===== src/rtl/umi_sb_pkg.sv =====
// umi_sb_pkg: shared types, widths and flit-count helper for the UMI/Switchboard burst adapter
package umi_sb_pkg;
  localparam int SB_DEST_W = 32;
  typedef enum logic {IDLE, SEND} tx_state_t;
  typedef enum logic [1:0] {COLLECT, HOLD, DROP} rx_state_t;
  function automatic int nflits(input int pw, input int sb_dw);
    return (pw + sb_dw - 1) / sb_dw;
  endfunction
endpackage


===== src/rtl/umi_sb_burst_adapter_if.sv =====
// umi_sb_burst_adapter_if: bundle of UMI in/out and Switchboard tx/rx signals
// slave modport: adapter side (consumes umi_in and sb_rx, produces sb_tx and umi_out)
// master modport: user/queue side, mirror of slave
interface umi_sb_burst_adapter_if #(
  parameter int DW = 256,
  parameter int AW = 64,
  parameter int CW = 32,
  parameter int SB_DW = 128
);
  logic [CW-1:0] umi_in_cmd;
  logic [AW-1:0] umi_in_dstaddr;
  logic [AW-1:0] umi_in_srcaddr;
  logic [DW-1:0] umi_in_data;
  logic umi_in_valid;
  logic umi_in_ready;
  logic [SB_DW-1:0] sb_tx_data;
  logic [umi_sb_pkg::SB_DEST_W-1:0] sb_tx_dest;
  logic sb_tx_last;
  logic sb_tx_valid;
  logic sb_tx_ready;
  logic [SB_DW-1:0] sb_rx_data;
  logic sb_rx_last;
  logic sb_rx_valid;
  logic sb_rx_ready;
  logic [CW-1:0] umi_out_cmd;
  logic [AW-1:0] umi_out_dstaddr;
  logic [AW-1:0] umi_out_srcaddr;
  logic [DW-1:0] umi_out_data;
  logic umi_out_valid;
  logic umi_out_ready;
  modport slave (
    input umi_in_cmd, umi_in_dstaddr, umi_in_srcaddr, umi_in_data, umi_in_valid,
    output umi_in_ready,
    output sb_tx_data, sb_tx_dest, sb_tx_last, sb_tx_valid,
    input sb_tx_ready,
    input sb_rx_data, sb_rx_last, sb_rx_valid,
    output sb_rx_ready,
    output umi_out_cmd, umi_out_dstaddr, umi_out_srcaddr, umi_out_data, umi_out_valid,
    input umi_out_ready
  );
  modport master (
    output umi_in_cmd, umi_in_dstaddr, umi_in_srcaddr, umi_in_data, umi_in_valid,
    input umi_in_ready,
    input sb_tx_data, sb_tx_dest, sb_tx_last, sb_tx_valid,
    output sb_tx_ready,
    output sb_rx_data, sb_rx_last, sb_rx_valid,
    input sb_rx_ready,
    input umi_out_cmd, umi_out_dstaddr, umi_out_srcaddr, umi_out_data, umi_out_valid,
    output umi_out_ready
  );
endinterface


===== src/rtl/umi_sb_deserializer.sv =====
// umi_sb_deserializer: reassembles Switchboard flits into a packed UMI packet and checks burst length
// ports: i_data/i_last/i_valid/o_ready flit input; o_pkt/o_valid/i_ready packet output;
// o_err_short/o_err_long one-cycle pulses for early-ended and overlong bursts
module umi_sb_deserializer
  import umi_sb_pkg::*;
#(
  parameter int PW = 416,
  parameter int SB_DW = 128
) (
  input  logic clk,
  input  logic nreset,
  input  logic [SB_DW-1:0] i_data,
  input  logic i_last,
  input  logic i_valid,
  output logic o_ready,
  output logic [PW-1:0] o_pkt,
  output logic o_valid,
  input  logic i_ready,
  output logic o_err_short,
  output logic o_err_long
);
  localparam int NF = nflits(PW, SB_DW);
  localparam int CNTW = NF > 1 ? $clog2(NF) : 1;
  rx_state_t r_state;
  logic [CNTW-1:0] r_cnt;
  logic [PW-1:0] r_pkt;
  logic r_err_short, r_err_long;
  logic w_full, w_wr;
  assign o_ready = r_state != HOLD;
  assign o_valid = r_state == HOLD;
  assign o_pkt = r_pkt;
  assign o_err_short = r_err_short;
  assign o_err_long = r_err_long;
  assign w_full = r_cnt == CNTW'(NF - 1);
  assign w_wr = i_valid && r_state == COLLECT;
  // the final slot keeps only the bits below PW; padding above is ignored
  for (genvar j = 0; j < NF; j++) begin : g_slot
    localparam int W = PW - j * SB_DW < SB_DW ? PW - j * SB_DW : SB_DW;
    always_ff @(posedge clk or negedge nreset)
      if (!nreset) r_pkt[j*SB_DW +: W] <= '0;
      else if (w_wr && r_cnt == CNTW'(j)) r_pkt[j*SB_DW +: W] <= i_data[W-1:0];
  end
  always_ff @(posedge clk or negedge nreset)
    if (!nreset) begin
      r_state <= COLLECT;
      r_cnt <= '0;
      r_err_short <= 1'b0;
      r_err_long <= 1'b0;
    end else begin
      r_err_short <= 1'b0;
      r_err_long <= 1'b0;
      case (r_state)
        COLLECT: if (i_valid) begin
          r_cnt <= (i_last || w_full) ? '0 : r_cnt + 1'b1;
          if (i_last && w_full) r_state <= HOLD;
          else if (i_last) r_err_short <= 1'b1;
          else if (w_full) begin
            r_err_long <= 1'b1;
            r_state <= DROP;
          end
        end
        DROP: if (i_valid && i_last) r_state <= COLLECT;
        HOLD: if (i_ready) r_state <= COLLECT;
        default: r_state <= COLLECT;
      endcase
    end
endmodule


===== src/rtl/umi_sb_burst_adapter.sv =====
// umi_sb_burst_adapter: bidirectional UMI <-> Switchboard adapter with multi-flit bursts
// ports: clk, nreset (async active-low); bus (slave modport) carries umi_in, sb_tx, sb_rx, umi_out;
// err_short/err_long RX burst-length error pulses
// optional: define UMI_SB_BURST_ERRCNT_EN to add err_count[15:0], a saturating error counter
module umi_sb_burst_adapter
  import umi_sb_pkg::*;
#(
  parameter int DW = 256,
  parameter int AW = 64,
  parameter int CW = 32,
  parameter int SB_DW = 128,
  parameter int DEST_LSB = 40,
  parameter int DEST_W = 16
) (
  input  logic clk,
  input  logic nreset,
  umi_sb_burst_adapter_if.slave bus,
  output logic err_short,
  output logic err_long
`ifdef UMI_SB_BURST_ERRCNT_EN
  ,
  output logic [15:0] err_count
`endif
);
  localparam int PW = DW + 2 * AW + CW;
  localparam int NF = nflits(PW, SB_DW);
  localparam int SHW = NF * SB_DW;
  localparam int CNTW = NF > 1 ? $clog2(NF) : 1;
  tx_state_t r_state;
  logic [SHW-1:0] r_shreg;
  logic [CNTW-1:0] r_cnt;
  logic [SB_DEST_W-1:0] r_dest;
  logic [PW-1:0] w_rx_pkt;
  logic w_send, w_last, w_acc;
  assign w_send = r_state == SEND;
  assign w_last = w_send && r_cnt == CNTW'(NF - 1);
  // accepting during the final flit reloads the shift register with no idle cycle
  assign bus.umi_in_ready = !w_send || (w_last && bus.sb_tx_ready);
  assign w_acc = bus.umi_in_valid && bus.umi_in_ready;
  assign bus.sb_tx_valid = w_send;
  assign bus.sb_tx_last = w_last;
  assign bus.sb_tx_data = r_shreg[SB_DW-1:0];
  assign bus.sb_tx_dest = r_dest;
  always_ff @(posedge clk or negedge nreset)
    if (!nreset) begin
      r_state <= IDLE;
      r_shreg <= '0;
      r_cnt <= '0;
      r_dest <= '0;
    end else if (w_acc) begin
      r_state <= SEND;
      r_shreg <= SHW'({bus.umi_in_data, bus.umi_in_srcaddr, bus.umi_in_dstaddr, bus.umi_in_cmd});
      r_cnt <= '0;
      r_dest <= SB_DEST_W'(bus.umi_in_dstaddr[DEST_LSB +: DEST_W]);
    end else if (w_send && bus.sb_tx_ready) begin
      r_state <= w_last ? IDLE : SEND;
      r_shreg <= r_shreg >> SB_DW;
      r_cnt <= r_cnt + 1'b1;
    end
  umi_sb_deserializer #(.PW(PW), .SB_DW(SB_DW)) u_deser (
    .clk(clk),
    .nreset(nreset),
    .i_data(bus.sb_rx_data),
    .i_last(bus.sb_rx_last),
    .i_valid(bus.sb_rx_valid),
    .o_ready(bus.sb_rx_ready),
    .o_pkt(w_rx_pkt),
    .o_valid(bus.umi_out_valid),
    .i_ready(bus.umi_out_ready),
    .o_err_short(err_short),
    .o_err_long(err_long)
  );
  assign bus.umi_out_cmd = w_rx_pkt[CW-1:0];
  assign bus.umi_out_dstaddr = w_rx_pkt[CW +: AW];
  assign bus.umi_out_srcaddr = w_rx_pkt[CW+AW +: AW];
  assign bus.umi_out_data = w_rx_pkt[CW+2*AW +: DW];
`ifdef UMI_SB_BURST_ERRCNT_EN
  logic [15:0] r_err_count;
  assign err_count = r_err_count;
  always_ff @(posedge clk or negedge nreset)
    if (!nreset) r_err_count <= '0;
    else if ((err_short || err_long) && r_err_count != 16'hFFFF) r_err_count <= r_err_count + 1'b1;
`endif
endmodule


===== src/flat_wrapper.sv =====
// flat-port wrapper written by rule: the top's interface ports become plain ports
module umi_sb_burst_adapter_flat import umi_sb_pkg::*;
#(
  parameter int DW = 256,
  parameter int AW = 64,
  parameter int CW = 32,
  parameter int SB_DW = 128,
  parameter int DEST_LSB = 40,
  parameter int DEST_W = 16
)
  (clk, nreset, err_short, err_long, bus_umi_in_cmd, bus_umi_in_dstaddr, bus_umi_in_srcaddr, bus_umi_in_data, bus_umi_in_valid, bus_umi_in_ready, bus_sb_tx_data, bus_sb_tx_dest, bus_sb_tx_last, bus_sb_tx_valid, bus_sb_tx_ready, bus_sb_rx_data, bus_sb_rx_last, bus_sb_rx_valid, bus_sb_rx_ready, bus_umi_out_cmd, bus_umi_out_dstaddr, bus_umi_out_srcaddr, bus_umi_out_data, bus_umi_out_valid, bus_umi_out_ready);
  umi_sb_burst_adapter_if #(.DW(DW), .AW(AW), .CW(CW), .SB_DW(SB_DW)) bus_i ();
  input  logic clk;
  input  logic nreset;
  output logic err_short;
  output logic err_long;
  input wire logic [$bits(bus_i.umi_in_cmd)-1:0] bus_umi_in_cmd;
  input wire logic [$bits(bus_i.umi_in_dstaddr)-1:0] bus_umi_in_dstaddr;
  input wire logic [$bits(bus_i.umi_in_srcaddr)-1:0] bus_umi_in_srcaddr;
  input wire logic [$bits(bus_i.umi_in_data)-1:0] bus_umi_in_data;
  input wire logic [$bits(bus_i.umi_in_valid)-1:0] bus_umi_in_valid;
  output wire logic [$bits(bus_i.umi_in_ready)-1:0] bus_umi_in_ready;
  output wire logic [$bits(bus_i.sb_tx_data)-1:0] bus_sb_tx_data;
  output wire logic [$bits(bus_i.sb_tx_dest)-1:0] bus_sb_tx_dest;
  output wire logic [$bits(bus_i.sb_tx_last)-1:0] bus_sb_tx_last;
  output wire logic [$bits(bus_i.sb_tx_valid)-1:0] bus_sb_tx_valid;
  input wire logic [$bits(bus_i.sb_tx_ready)-1:0] bus_sb_tx_ready;
  input wire logic [$bits(bus_i.sb_rx_data)-1:0] bus_sb_rx_data;
  input wire logic [$bits(bus_i.sb_rx_last)-1:0] bus_sb_rx_last;
  input wire logic [$bits(bus_i.sb_rx_valid)-1:0] bus_sb_rx_valid;
  output wire logic [$bits(bus_i.sb_rx_ready)-1:0] bus_sb_rx_ready;
  output wire logic [$bits(bus_i.umi_out_cmd)-1:0] bus_umi_out_cmd;
  output wire logic [$bits(bus_i.umi_out_dstaddr)-1:0] bus_umi_out_dstaddr;
  output wire logic [$bits(bus_i.umi_out_srcaddr)-1:0] bus_umi_out_srcaddr;
  output wire logic [$bits(bus_i.umi_out_data)-1:0] bus_umi_out_data;
  output wire logic [$bits(bus_i.umi_out_valid)-1:0] bus_umi_out_valid;
  input wire logic [$bits(bus_i.umi_out_ready)-1:0] bus_umi_out_ready;
  assign bus_i.umi_in_cmd = bus_umi_in_cmd;
  assign bus_i.umi_in_dstaddr = bus_umi_in_dstaddr;
  assign bus_i.umi_in_srcaddr = bus_umi_in_srcaddr;
  assign bus_i.umi_in_data = bus_umi_in_data;
  assign bus_i.umi_in_valid = bus_umi_in_valid;
  assign bus_umi_in_ready = bus_i.umi_in_ready;
  assign bus_sb_tx_data = bus_i.sb_tx_data;
  assign bus_sb_tx_dest = bus_i.sb_tx_dest;
  assign bus_sb_tx_last = bus_i.sb_tx_last;
  assign bus_sb_tx_valid = bus_i.sb_tx_valid;
  assign bus_i.sb_tx_ready = bus_sb_tx_ready;
  assign bus_i.sb_rx_data = bus_sb_rx_data;
  assign bus_i.sb_rx_last = bus_sb_rx_last;
  assign bus_i.sb_rx_valid = bus_sb_rx_valid;
  assign bus_sb_rx_ready = bus_i.sb_rx_ready;
  assign bus_umi_out_cmd = bus_i.umi_out_cmd;
  assign bus_umi_out_dstaddr = bus_i.umi_out_dstaddr;
  assign bus_umi_out_srcaddr = bus_i.umi_out_srcaddr;
  assign bus_umi_out_data = bus_i.umi_out_data;
  assign bus_umi_out_valid = bus_i.umi_out_valid;
  assign bus_i.umi_out_ready = bus_umi_out_ready;
  umi_sb_burst_adapter #(.DW(DW), .AW(AW), .CW(CW), .SB_DW(SB_DW), .DEST_LSB(DEST_LSB), .DEST_W(DEST_W)) u_core (.clk(clk), .nreset(nreset), .bus(bus_i), .err_short(err_short), .err_long(err_long));
endmodule

===== config.mk =====
export PLATFORM = sky130hd
export DESIGN_NAME = umi_sb_burst_adapter_flat
export DESIGN_NICKNAME = d
export VERILOG_FILES = /design/src/rtl/umi_sb_pkg.sv /design/src/rtl/umi_sb_burst_adapter_if.sv /design/src/rtl/umi_sb_deserializer.sv /design/src/rtl/umi_sb_burst_adapter.sv /design/src/flat_wrapper.sv
export SDC_FILE = /design/constraint.sdc
export NUM_CORES = 1
export LEC_CHECK = 0
export ABC_AREA = 0
export BUFFER_PORTS_ARGS = -buffer_cell sky130_fd_sc_hd__buf_2
export CAP_MARGIN = 10
export CORE_AREA = 2 2 441 443
export CTS_CLUSTER_SIZE = 20
export DETAILED_ROUTE_END_ITERATION = 16
export DIE_AREA = 0 0 443 445
export GPL_ROUTABILITY_DRIVEN = 0
export PLACE_DENSITY_LB_ADDON = 0.2
export SYNTH_ARGS = -nofsm -noshare
export SYNTH_HDL_FRONTEND = slang
export SYNTH_SLANG_ARGS = --single-unit

===== constraint.sdc =====
create_clock -name clk -period 1.6 [get_ports clk]
set_input_delay 0.08 -clock clk [delete_from_list [all_inputs] [get_ports clk]]
set_output_delay 0.08 -clock clk [all_outputs]
set_load 0.02 [all_outputs]

==> results by group <==
Outcome
  • Status: finished, violations left
  • Failing checks: negative setup slack

Layout
  • P&R area growth vs syn: 55.42%
  • Net count, final: 5439
  • Layout cell share with drive strength beyond 1: 45.89%
  • Most common cell after layout, fill and taps aside: buf_2
  • Layout fillers: 19550
  • Layout Cells excl Fill: 7501
  • Most frequent cells in the layout: 1109 x buf_2, 854 x dfrtp_1, 552 x dlygate4sd3_1

Global routing
  • Met3 Use GR: under 10%
  • Met2 Use GR: 28.28%
  • Busiest grt layer: met2
  • All-Layer GR Usage: 16.37%
  • GRT overflow: 0
  • First-pass GRT wire length: 242300 um
  • Largest net degree at the start of global routing: 98
  • Initial antenna violation count: 15
  • Number of global-route vias before repair: about 34000
  • M1 GR Usage: 19.03%

Timing
  • Max-slew violations: 0
  • Max Clk Rate: roughly 530 MHz
  • Relative slew slack: 37.16%
  • Unrepaired setup endpoints after global routing: yes
  • Worst setup margin: -0.2809 ns
  • Setup tns final: -129.24 ns
  • Least-Margin Pin Slew: 0.9426 ns
  • Final Hold Viols: 0
  • # setup viols final: roughly 830
  • Clock skew: between 0.03 and 0.04 ns
  • Tmin final: 1.881 ns
  • Crit share post-route: 117.6%

Route
  • Via density per instance: 4.355
  • Initial DRT Pass Iterations: 5
  • Vias: around 33000
  • DR WL/cell: 23.06 um
  • Residual DRC: 0
  • Final WL: 173000 um
  • Antenna viol nets, final: 0
  • Iter 0 DRT Violations: 1637

Logic synthesis
  • Cell Area, Synth: 39880 sq um
  • Ys flop type: dfrtp_1
  • Post-synthesis sequential area ratio: 53.77%
  • Async SR Flop Fraction: 100.0%
  • Warnings, synthesis: 0
  • Share of the synthesized area in the top cell type: 53.77%
  • Average cell area after synthesis: 12.72 sq um
  • Area contributors post-synth: dfrtp_1 54%, mux2_2 15%, mux2i_1 7.3%
  • Gate count of the mapped netlist: about 3100
  • EDFF count, synth: 0
  • Area leader, netlist: dfrtp_1
  • Netlist cell types: 32
  • Number of synthesized register bits: around 860

Floorplan
  • Num ports: approximately 1100
  • Die width: 443 um
  • Core area: 192000 sq um
  • Die extent in y: 445 um
  • Starting Density: about a fifth
  • Die ar.: around 200000 sq um
  • FP Rows: 161

CTS
  • # clock sinks: 857
  • Clock latency on the worst-skew pair: about 0.74 ns
  • H-Tree Depth: 3
  • TritonCTS clock tree: yes
  • Reg clk slew, reported paths: around 0.060 ns
  • Cts bufs inserted: 105
  • Clock root buffer: clkbuf_16
  • Clock buffer depth: 3

Power
  • Overall power: approximately 110 mW
  • Static Leak: 30.10 nW
  • Pwr Density: 1816 nW/um^2
  • Maximum vdd drop: 1.272 mV

Worst setup path
  • CP Launch Point: u_core.u_deser.r_state[0]
  • Critical Path RT: 2.21 ns
  • Worst Path Arrival: about 2.5 ns
  • CP Class: reg2reg
  • Max FO, Critical Path: 7
  • Crit end category: flop
  • Startpoint class of the critical path: flop
  • Launch point of the worst reg-to-reg path: u_core.u_deser.r_state[0]

Placement
  • DP HPWL: 117600 um
  • Setup WS pre-CTS: -0.3067 ns
  • DP Cell Count: ~6600
  • Port bufs: 1117

Worst hold path
  • Worst min path class: in2reg
  • Worst Hold Launch: bus_umi_in_data[128]

Run
  • Max Cap Viol: 0
==> synth_stat cells (all sizes together), types with 5 or more instances <==
| cell type | number |
|---|---|
| ha | 6 |
| clkbuf | 89 |
| o22ai | 288 |
| mux2 | 561 |
| nand2 | 6 |
| buf | 305 |
| nand2b | 291 |
| mux2i | 289 |
| a22o | 128 |
| dfrtp | 857 |
| o21ai | 5 |
| a21oi | 289 |
==> worst max-delay path, stage by stage (launching register included) <==
cell and delay (ns):
dfrtp_1 0.41, nor3b_4 0.23, buf_4 0.14, and2_4 0.15, buf_12 0.14, buf_12 0.12, buf_12 0.11, buf_12 0.13
mux2_4 0.30
==> state kept, by name, indices dropped and copies added, names as in the netlist <==
name and flops:
u_core.r_shreg 416, u_core.u_deser.o_pkt 416, u_core.bus.sb_tx_dest 16, u_core.r_cnt 2, u_core.u_deser.r_cnt 2, u_core.u_deser.r_state 2
u_core.bus.sb_tx_valid 1, u_core.u_deser.o_err_long 1, u_core.u_deser.o_err_short 1
==> layout make-up <==
cell class	instances	area, sq um	share of cell area (%)
diodes	11	27.53	0.04441
clock buffers	156	3141	5.067
clock inverters	33	359.1	0.5793
inverters	4	15.01	0.02422
multi-input cells	1902	17500	28.24
flip-flops and latches	857	21450	34.61
well taps	2526	3161	5.099
repair buffers	2012	16330	26.34
==> routing by layer <==
| layer | routed length (um) | share of wire (%) |
|---|---|---|
| met1 | 69290 | 40 |
| met2 | 86760 | 50 |
| met3 | 10390 | 6.0 |
| met4 | 6497 | 3.8 |
| met5 | 44 | 0.025 |
==> through the flow <==
step | util, % | instance area [sq um] | hold WS, ns
global route | 32.29 | 61980 | 0.05674
CTS | 31.17 | 59840 | 0.01427
finish | 32.29 | 61980 | 0.1276
floorplan | - | 40150 | -0.2156
global placement | 25.58 | 49110 | -0.003084
detailed placement | 25.58 | 49110 | -0.009622
==> final timing paths <==
kind                                              to  slack [ns]  cells past startpoint
min                              u_core.r_shreg[288]        0.13                      3
min in group asynchronous  u_core.u_deser.o_pkt[289]        0.17                      3
min reg2reg                  u_core.u_deser.o_pkt[3]        0.48                      1
max in group asynchronous     u_core.bus.sb_tx_valid        0.07                      3
max reg2reg                 u_core.u_deser.o_pkt[82]       -0.28                      8
max                         u_core.u_deser.o_pkt[82]       -0.28                      8
==> where the power goes <==
part / total [mW] / switching, mW / leakage [nW] / internal, mW
clock network: 24.4 / 10.1 / 1.74 / 14.3
registers: 36.8 / 5.89 / 10.4 / 31.0
logic: 51.3 / 26.9 / 18.0 / 24.4
total: 113 / 42.9 / 30.1 / 69.7
==> kinds of logic (layout without fill, tap and decap cells) <==
group / Yosys count / in the layout / synth area share (%)
buf+inv: 398 / 2205 / 6.993
other cells: 1 / 27 / 0.009403
simple gates: 312 / 315 / 4.888
compound gates: 712 / 712 / 11.06
flops: 857 / 857 / 53.77
mux: 850 / 853 / 23.09
fa+ha+maj: 6 / 6 / 0.1882
==> what timing repair did <==
action,4_1_cts,5_1_grt
endpoints found under the setup margin,846,856
hold buffers,552,0
pin swaps,9,33
gates resized for setup,223,263
cloned,18,33
setup buffers,43,39
hold endpoints to repair,1712,0
Note: power is estimated with default switching activity, not from simulation.
